`config.mk`:
```
export PLATFORM = sky130hd
export DESIGN_NAME = cordic_rot_seq_flat
export DESIGN_NICKNAME = d
export VERILOG_FILES = /design/src/rtl/cordic_rot_seq_if.sv /design/src/rtl/cordic_rot_seq.sv /design/src/flat_wrapper.sv
export SDC_FILE = /design/constraint.sdc
export NUM_CORES = 1
export LEC_CHECK = 0
export ABC_AREA = 1
export BUFFER_PORTS_ARGS = -buffer_cell sky130_fd_sc_hd__buf_2
export CORE_MARGIN = 4
export CORE_UTILIZATION = 42
export CTS_CLUSTER_SIZE = 10
export DETAILED_ROUTE_END_ITERATION = 12
export GPL_ROUTABILITY_DRIVEN = 1
export PLACE_DENSITY = 0.66
export SLEW_MARGIN = 20
export SYNTH_ARGS = -nofsm -noshare
export SYNTH_HDL_FRONTEND = slang
export SYNTH_SLANG_ARGS = --single-unit
```
`constraint.sdc`:
```
create_clock -name clk -period 3.06 [get_ports clk]
set_input_delay 0.612 -clock clk [delete_from_list [all_inputs] [get_ports clk]]
set_output_delay 0.612 -clock clk [all_outputs]
set_load 0.01 [all_outputs]
```
`src/rtl/cordic_rot_seq_if.sv`:
```
`default_nettype none
// ============================================================================
//  Module      : cordic_rot_seq_if
//  Description : Bundle between the CORDIC rotation sequencer and its
//                requester / x-y stage environment.
//                master : requester + stages (drives start, angle, x_in, y_in)
//                slave  : sequencer (drives stage controls, operands, z, status)
//  Signals     : start, angle[15:0]         request and Q3.13 target angle
//                x_in[15:0], y_in[15:0]     current stage register values
//                stage_load, stage_stop     stage load / hold controls
//                x_cin, y_cin               stage add(0) / subtract(1) selects
//                x_opnd, y_opnd [15:0]      shifted cross-operands
//                z_out[15:0], iter_idx[3:0] residual angle, iteration index
//                busy, done                 status and completion pulse
//  Revision    : 1.0  initial release
// ============================================================================
interface cordic_rot_seq_if;
   logic        start;
   logic [15:0] angle;
   logic [15:0] x_in;
   logic [15:0] y_in;
   logic        stage_load;
   logic        stage_stop;
   logic        x_cin;
   logic        y_cin;
   logic [15:0] x_opnd;
   logic [15:0] y_opnd;
   logic [15:0] z_out;
   logic [3:0]  iter_idx;
   logic        busy;
   logic        done;

   modport master (
      output start, angle, x_in, y_in,
      input  stage_load, stage_stop, x_cin, y_cin, x_opnd, y_opnd,
             z_out, iter_idx, busy, done
   );

   modport slave (
      input  start, angle, x_in, y_in,
      output stage_load, stage_stop, x_cin, y_cin, x_opnd, y_opnd,
             z_out, iter_idx, busy, done
   );
endinterface
`default_nettype wire

```
`src/rtl/cordic_rot_seq.sv`:
```
`default_nettype none
// ============================================================================
//  Module      : cordic_rot_seq
//  Description : Iteration sequencer and angle datapath for a 16-bit
//                rotation-mode CORDIC. Loads the external x/y stages, then
//                for ITER cycles supplies shifted cross-operands and
//                add/subtract selects while driving the residual angle z
//                toward zero through an arctan ROM. Pulses done at the end.
//  Parameters  : ITER   number of micro-rotations, 1..16
//  Ports       : clk    clock, rising edge
//                reset  synchronous, active-high reset
//                bus    cordic_rot_seq_if.slave (request, stage controls,
//                       operands, residual angle, status)
//  Revision    : 1.0  initial release
// ============================================================================
module cordic_rot_seq #(
   parameter int ITER = 14
) (
   input  wire logic        clk,
   input  wire logic        reset,
   cordic_rot_seq_if.slave  bus
);

   localparam logic [1:0] ST_IDLE = 2'd0;
   localparam logic [1:0] ST_LOAD = 2'd1;
   localparam logic [1:0] ST_ITER = 2'd2;
   localparam logic [1:0] ST_DONE = 2'd3;

   localparam logic [3:0] LAST_IDX = 4'(ITER - 1);

   logic [1:0]  state_q, state_d;
   logic [3:0]  iter_q,  iter_d;
   logic [15:0] z_q,     z_d;

   logic        in_iter;
   logic        sigma;
   logic [15:0] atan_val;

   // round(atan(2^-i) * 2^13); the last two entries have dropped below 1 LSB.
   function automatic logic [15:0] atan_lut(input logic [3:0] idx);
      logic [15:0] v;
      case (idx)
         4'd0:    v = 16'd6434;
         4'd1:    v = 16'd3798;
         4'd2:    v = 16'd2007;
         4'd3:    v = 16'd1019;
         4'd4:    v = 16'd511;
         4'd5:    v = 16'd256;
         4'd6:    v = 16'd128;
         4'd7:    v = 16'd64;
         4'd8:    v = 16'd32;
         4'd9:    v = 16'd16;
         4'd10:   v = 16'd8;
         4'd11:   v = 16'd4;
         4'd12:   v = 16'd2;
         4'd13:   v = 16'd1;
         default: v = 16'd0;
      endcase
      return v;
   endfunction

   assign in_iter  = (state_q == ST_ITER);
   // Rotate toward zero: non-negative residual means rotate clockwise in z.
   assign sigma    = ~z_q[15];
   assign atan_val = atan_lut(iter_q);

   always_comb begin
      state_d = state_q;
      iter_d  = iter_q;
      z_d     = z_q;
      case (state_q)
         ST_IDLE: begin
            if (bus.start) begin
               state_d = ST_LOAD;
               z_d     = bus.angle;
               iter_d  = 4'd0;
            end
         end
         ST_LOAD: begin
            state_d = ST_ITER;
         end
         ST_ITER: begin
            iter_d = iter_q + 4'd1;
            z_d    = sigma ? (z_q - atan_val) : (z_q + atan_val);
            if (iter_q == LAST_IDX) begin
               state_d = ST_DONE;
            end
         end
         ST_DONE: begin
            state_d = ST_IDLE;
         end
         default: begin
            state_d = ST_IDLE;
         end
      endcase
   end

   always_ff @(posedge clk) begin
      if (reset) begin
         state_q <= ST_IDLE;
         iter_q  <= 4'd0;
         z_q     <= 16'd0;
      end else begin
         state_q <= state_d;
         iter_q  <= iter_d;
         z_q     <= z_d;
      end
   end

   // Control outputs are pure decodes of registered state/z, so there is no
   // combinational path from start or angle.
   assign bus.stage_load = (state_q == ST_LOAD);
   assign bus.stage_stop = ~in_iter;
   assign bus.busy       = (state_q != ST_IDLE);
   assign bus.done       = (state_q == ST_DONE);
   assign bus.x_cin      = in_iter &  sigma;
   assign bus.y_cin      = in_iter & ~sigma;
   assign bus.z_out      = z_q;
   assign bus.iter_idx   = iter_q;

   // Cross-operands; a shift of 15 leaves only sign bits.
   assign bus.x_opnd = $signed(bus.y_in) >>> iter_q;
   assign bus.y_opnd = $signed(bus.x_in) >>> iter_q;

endmodule
`default_nettype wire

```
`src/flat_wrapper.sv`:
```
// flat-port wrapper written by rule: the top's interface ports become plain ports
module cordic_rot_seq_flat 
#(
   parameter int ITER = 14
)
  (clk, reset, bus_start, bus_angle, bus_x_in, bus_y_in, bus_stage_load, bus_stage_stop, bus_x_cin, bus_y_cin, bus_x_opnd, bus_y_opnd, bus_z_out, bus_iter_idx, bus_busy, bus_done);
  cordic_rot_seq_if bus_i ();
  input  wire logic clk;
  input  wire logic reset;
  input wire logic [$bits(bus_i.start)-1:0] bus_start;
  input wire logic [$bits(bus_i.angle)-1:0] bus_angle;
  input wire logic [$bits(bus_i.x_in)-1:0] bus_x_in;
  input wire logic [$bits(bus_i.y_in)-1:0] bus_y_in;
  output wire logic [$bits(bus_i.stage_load)-1:0] bus_stage_load;
  output wire logic [$bits(bus_i.stage_stop)-1:0] bus_stage_stop;
  output wire logic [$bits(bus_i.x_cin)-1:0] bus_x_cin;
  output wire logic [$bits(bus_i.y_cin)-1:0] bus_y_cin;
  output wire logic [$bits(bus_i.x_opnd)-1:0] bus_x_opnd;
  output wire logic [$bits(bus_i.y_opnd)-1:0] bus_y_opnd;
  output wire logic [$bits(bus_i.z_out)-1:0] bus_z_out;
  output wire logic [$bits(bus_i.iter_idx)-1:0] bus_iter_idx;
  output wire logic [$bits(bus_i.busy)-1:0] bus_busy;
  output wire logic [$bits(bus_i.done)-1:0] bus_done;
  assign bus_i.start = bus_start;
  assign bus_i.angle = bus_angle;
  assign bus_i.x_in = bus_x_in;
  assign bus_i.y_in = bus_y_in;
  assign bus_stage_load = bus_i.stage_load;
  assign bus_stage_stop = bus_i.stage_stop;
  assign bus_x_cin = bus_i.x_cin;
  assign bus_y_cin = bus_i.y_cin;
  assign bus_x_opnd = bus_i.x_opnd;
  assign bus_y_opnd = bus_i.y_opnd;
  assign bus_z_out = bus_i.z_out;
  assign bus_iter_idx = bus_i.iter_idx;
  assign bus_busy = bus_i.busy;
  assign bus_done = bus_i.done;
  cordic_rot_seq #(.ITER(ITER)) u_core (.clk(clk), .reset(reset), .bus(bus_i));
endmodule
```
==> impl_results.md <==
- DRT antenna net count: 0
- Layout cells sized above 1: 17.6%
- Clk_lat worst skew: 0.30 ns
- Top_reg_cell synth: dfxtp_1
- Port Buffer Count: 108
- Critical path required time: 3.25 ns
- Synth warn: 0
- Number of nets in the layout: 873
- Hold buffer count at CTS: 0
- Met2 Use GR: 36.5%
- GR Util met1: 30.4%
- Worst slew margin relative to its limit: 55.4%
- Slew Limit Fails: 0
- Die width: 106 um
- Crit share post-route: 88.5%
- Pwr/cell area: 839 mW/mm2
- Mean Syn Cell Area: 5.80 um2
- Initial antenna violation count: 0
- # resized after CTS: 0
- Largest net degree at the start of global routing: 39
- Status: complete, no violations
- HPWL after DPL: 9.91 mm
- FILL cells: 1004
- Setup TNS: 0 ns
- Worst setup path category: flip-flop to flip-flop
- Gr busiest metal: met2
- Unrepaired setup endpoints after global routing: false
- Clock sinks: 35
- Hold Vio Cnt, Final: 0
- FFs w/ async S/R, synth: 0%
- Hold/Removal Path Class: flip-flop to flip-flop
- Clk_skew: 0.00758 ns
- Distinct cells, synth: 38
- Placement Cell Area: 0.00465 mm2
- Post-Syn Area: 0.00406 mm2
- Post-synth EDFFs: 0
- Max Cap Violations: 0
- Leakage: 2.59 nW
- # rows: 35
- Crit path time final: 2.71 ns
- Synth Instances: 699
- First-pass GRT wire length: 20.7 mm
- Initial Util: 43.5%
- Final number of setup-violating endpoints: 0
- Met3 track demand over resource: 2.91%
- Synth Net Count: 782
- Num CTS Buffers: 5
- CTS tree: done
- Worst Max-Slew Pin Slew: 0.665 ns
- Total GRT Usage: 22.1%
- Root Buffer Master: clkbuf_8
- Post-CTS Setup Inserts: 0
- Fmax: 369 MHz
- CP Launch Type: flip-flop
- Peak VDD IR: 0.000270 V
- Vias post-DR: 4723
- Die Span Y: 106 um
- Area of the core: 0.00933 mm2
- Vias per cell: 5.13
- Sequential fraction of the synthesis area: 17.3%
- DR WL/cell: 13.7 um
- Data arrival, critical path: 2.90 ns
- Drt first pass iters: 5
- Vias in the first global route: 4320
- I/O pins: 109
- CTS clk-pin slew, worst paths: 0.09 ns
- FF+latch count, synth: 35
- RePlAce Congestion: 0.898
- Finished Cell Area: 0.00474 mm2
- Max H-tree Level: 2
- First DRT Iteration DRCs: 332
- Drt drc: 0
- DIE AREA: 0.0113 mm2
- # diodes: 0
- Crit end category: flip-flop
- Worst-path maximum fanout: 5
- Syn-to-layout area delta: 16.9%
- Global route overflow: 0
- DRT Wirelength: 12.6 mm
- Clk buf depth: 2
-- synthesized netlist by cell type, types with 3 or more instances --
| master | instances | area, um2 |
|---|---|---|
| ha_1 | 31 | 388 |
| clkinv_1 | 3 | 11.3 |
| o22ai_1 | 4 | 25.0 |
| nand2_1 | 235 | 882 |
| xor2_1 | 11 | 96.3 |
| a31oi_1 | 7 | 43.8 |
| dfxtp_1 | 35 | 701 |
| inv_1 | 69 | 259 |
| buf_2 | 7 | 35.0 |
| a21oi_1 | 38 | 190 |
| clkbuf_1 | 15 | 56.3 |
| mux2i_1 | 9 | 90.1 |
| nor3_1 | 4 | 20.0 |
| xnor2_1 | 9 | 78.8 |
| nor2_1 | 49 | 184 |
| buf_4 | 8 | 60.1 |
| o21ai_0 | 56 | 280 |
| nand3_1 | 57 | 285 |
| nand2_2 | 3 | 18.8 |
| o21a_1 | 3 | 22.5 |
| o211ai_1 | 4 | 30.0 |
| o21ai_1 | 20 | 100 |
| nand2_4 | 3 | 33.8 |
-- cells in the final DEF (no fill, tap or decap), types with 3 or more instances in the layout --
cell type | netlist | final
nand2_1 | 235 | 235
buf_2 | 7 | 108
inv_1 | 69 | 69
nand3_1 | 57 | 57
o21ai_0 | 56 | 56
nor2_1 | 49 | 49
a21oi_1 | 38 | 38
dfxtp_1 | 35 | 35
ha_1 | 31 | 31
o21ai_1 | 20 | 20
xor2_1 | 11 | 11
mux2i_1 | 9 | 9
xnor2_1 | 9 | 9
buf_4 | 8 | 9
a31oi_1 | 7 | 7
clkbuf_8 | 0 | 5
o22ai_1 | 4 | 4
o211ai_1 | 4 | 4
nor3_1 | 4 | 4
clkinv_1 | 3 | 3
nand2_2 | 3 | 3
nand2_4 | 3 | 3
o21a_1 | 3 | 3
-- power breakdown --
group | total (W) | switching, W | internal (W)
Clock | 0.000369 | 0.000206 | 0.000163
Combinational | 0.00287 | 0.00181 | 0.00106
Sequential | 0.000732 | 0.000137 | 0.000595
-- kinds of logic after synthesis --
kind of cell / count (synthesis) / share of synthesized area [%]
AND/OR/NAND/NOR: 360 / 36.8
XOR/XNOR: 21 / 4.72
buffers and inverters: 107 / 11.2
multiplexers: 9 / 2.22
adder cells (fa/ha/maj): 32 / 10.1
AO/OA/AOI/OAI: 135 / 17.6
flip-flops: 35 / 17.3
-- routing by layer --
layer	part of all wire [%]	wire length (um)
met4	1.5	183
met2	47	5850
met5	0	0
met3	7.2	912
met1	45	5630
-- through the flow --
step | setup WS [ns] | power, W | utilization [%] | std cells | hold slack (ns)
6_report | 0.353 | 0.00398 | 50.8 | 920 | 0.500
3_5_place_dp | 0.427 | 0.00359 | 49.8 | 912 | 0.489
5_1_grt | 0.0735 | 0.00440 | 50.8 | 920 | 0.526
4_1_cts | 0.366 | 0.00398 | 50.8 | 920 | 0.500
3_3_place_gp | 0.478 | 0.00357 | 49.8 | 912 | 0.479
2_1_floorplan | 0.702 | 0.00285 | - | 699 | 0.473
-- area by class of cell --
type | count | area [um2] | share of cell area, %
multi-input combinational | 557 | 2900 | 61.2
sequential | 35 | 701 | 14.8
timing repair buffer | 117 | 608 | 12.8
inverter | 74 | 278 | 5.86
tap | 129 | 161 | 3.41
clock buffer | 5 | 68.8 | 1.45
clock inverter | 3 | 23.8 | 0.502
-- path summary, 6_finish.rpt --
| path | startpoint | end | slack [ns] | depth (start not counted) |
|---|---|---|---|---|
| max | u_core.atan_val[0] | u_core.bus.z_out[13] | 0.35 | 19 |
| min | u_core.bus.z_out[14] | u_core.bus.z_out[14] | 0.50 | 2 |
| max reg2reg | u_core.atan_val[0] | u_core.bus.z_out[13] | 0.35 | 19 |
| min reg2reg | u_core.bus.z_out[14] | u_core.bus.z_out[14] | 0.50 | 2 |
-- flip-flops by register name (all words and copies together) (netlist names) --
register / count
u_core.state_q: 2
u_core.bus.z_out: 16
u_core.atan_val: 13
u_core.bus.iter_idx: 4
-- worst max-delay path, cell delays in order, from the launching register on --
cell,delay (ns)
dfxtp_1,0.33
inv_1,0.08
ha_1,0.17
nand3_1,0.10
nor2_1,0.14
nand3_1,0.11
o21ai_1,0.23
o21a_1,0.19
xor2_1,0.19
ha_1,0.30
nand2_1,0.14
inv_1,0.07
nand2_1,0.06
nand2_1,0.04
a21oi_1,0.14
nand2_1,0.07
nand2_1,0.05
nand3_1,0.06
nand2_1,0.07
a21oi_1,0.05
(Power assumes the default switching activity.)
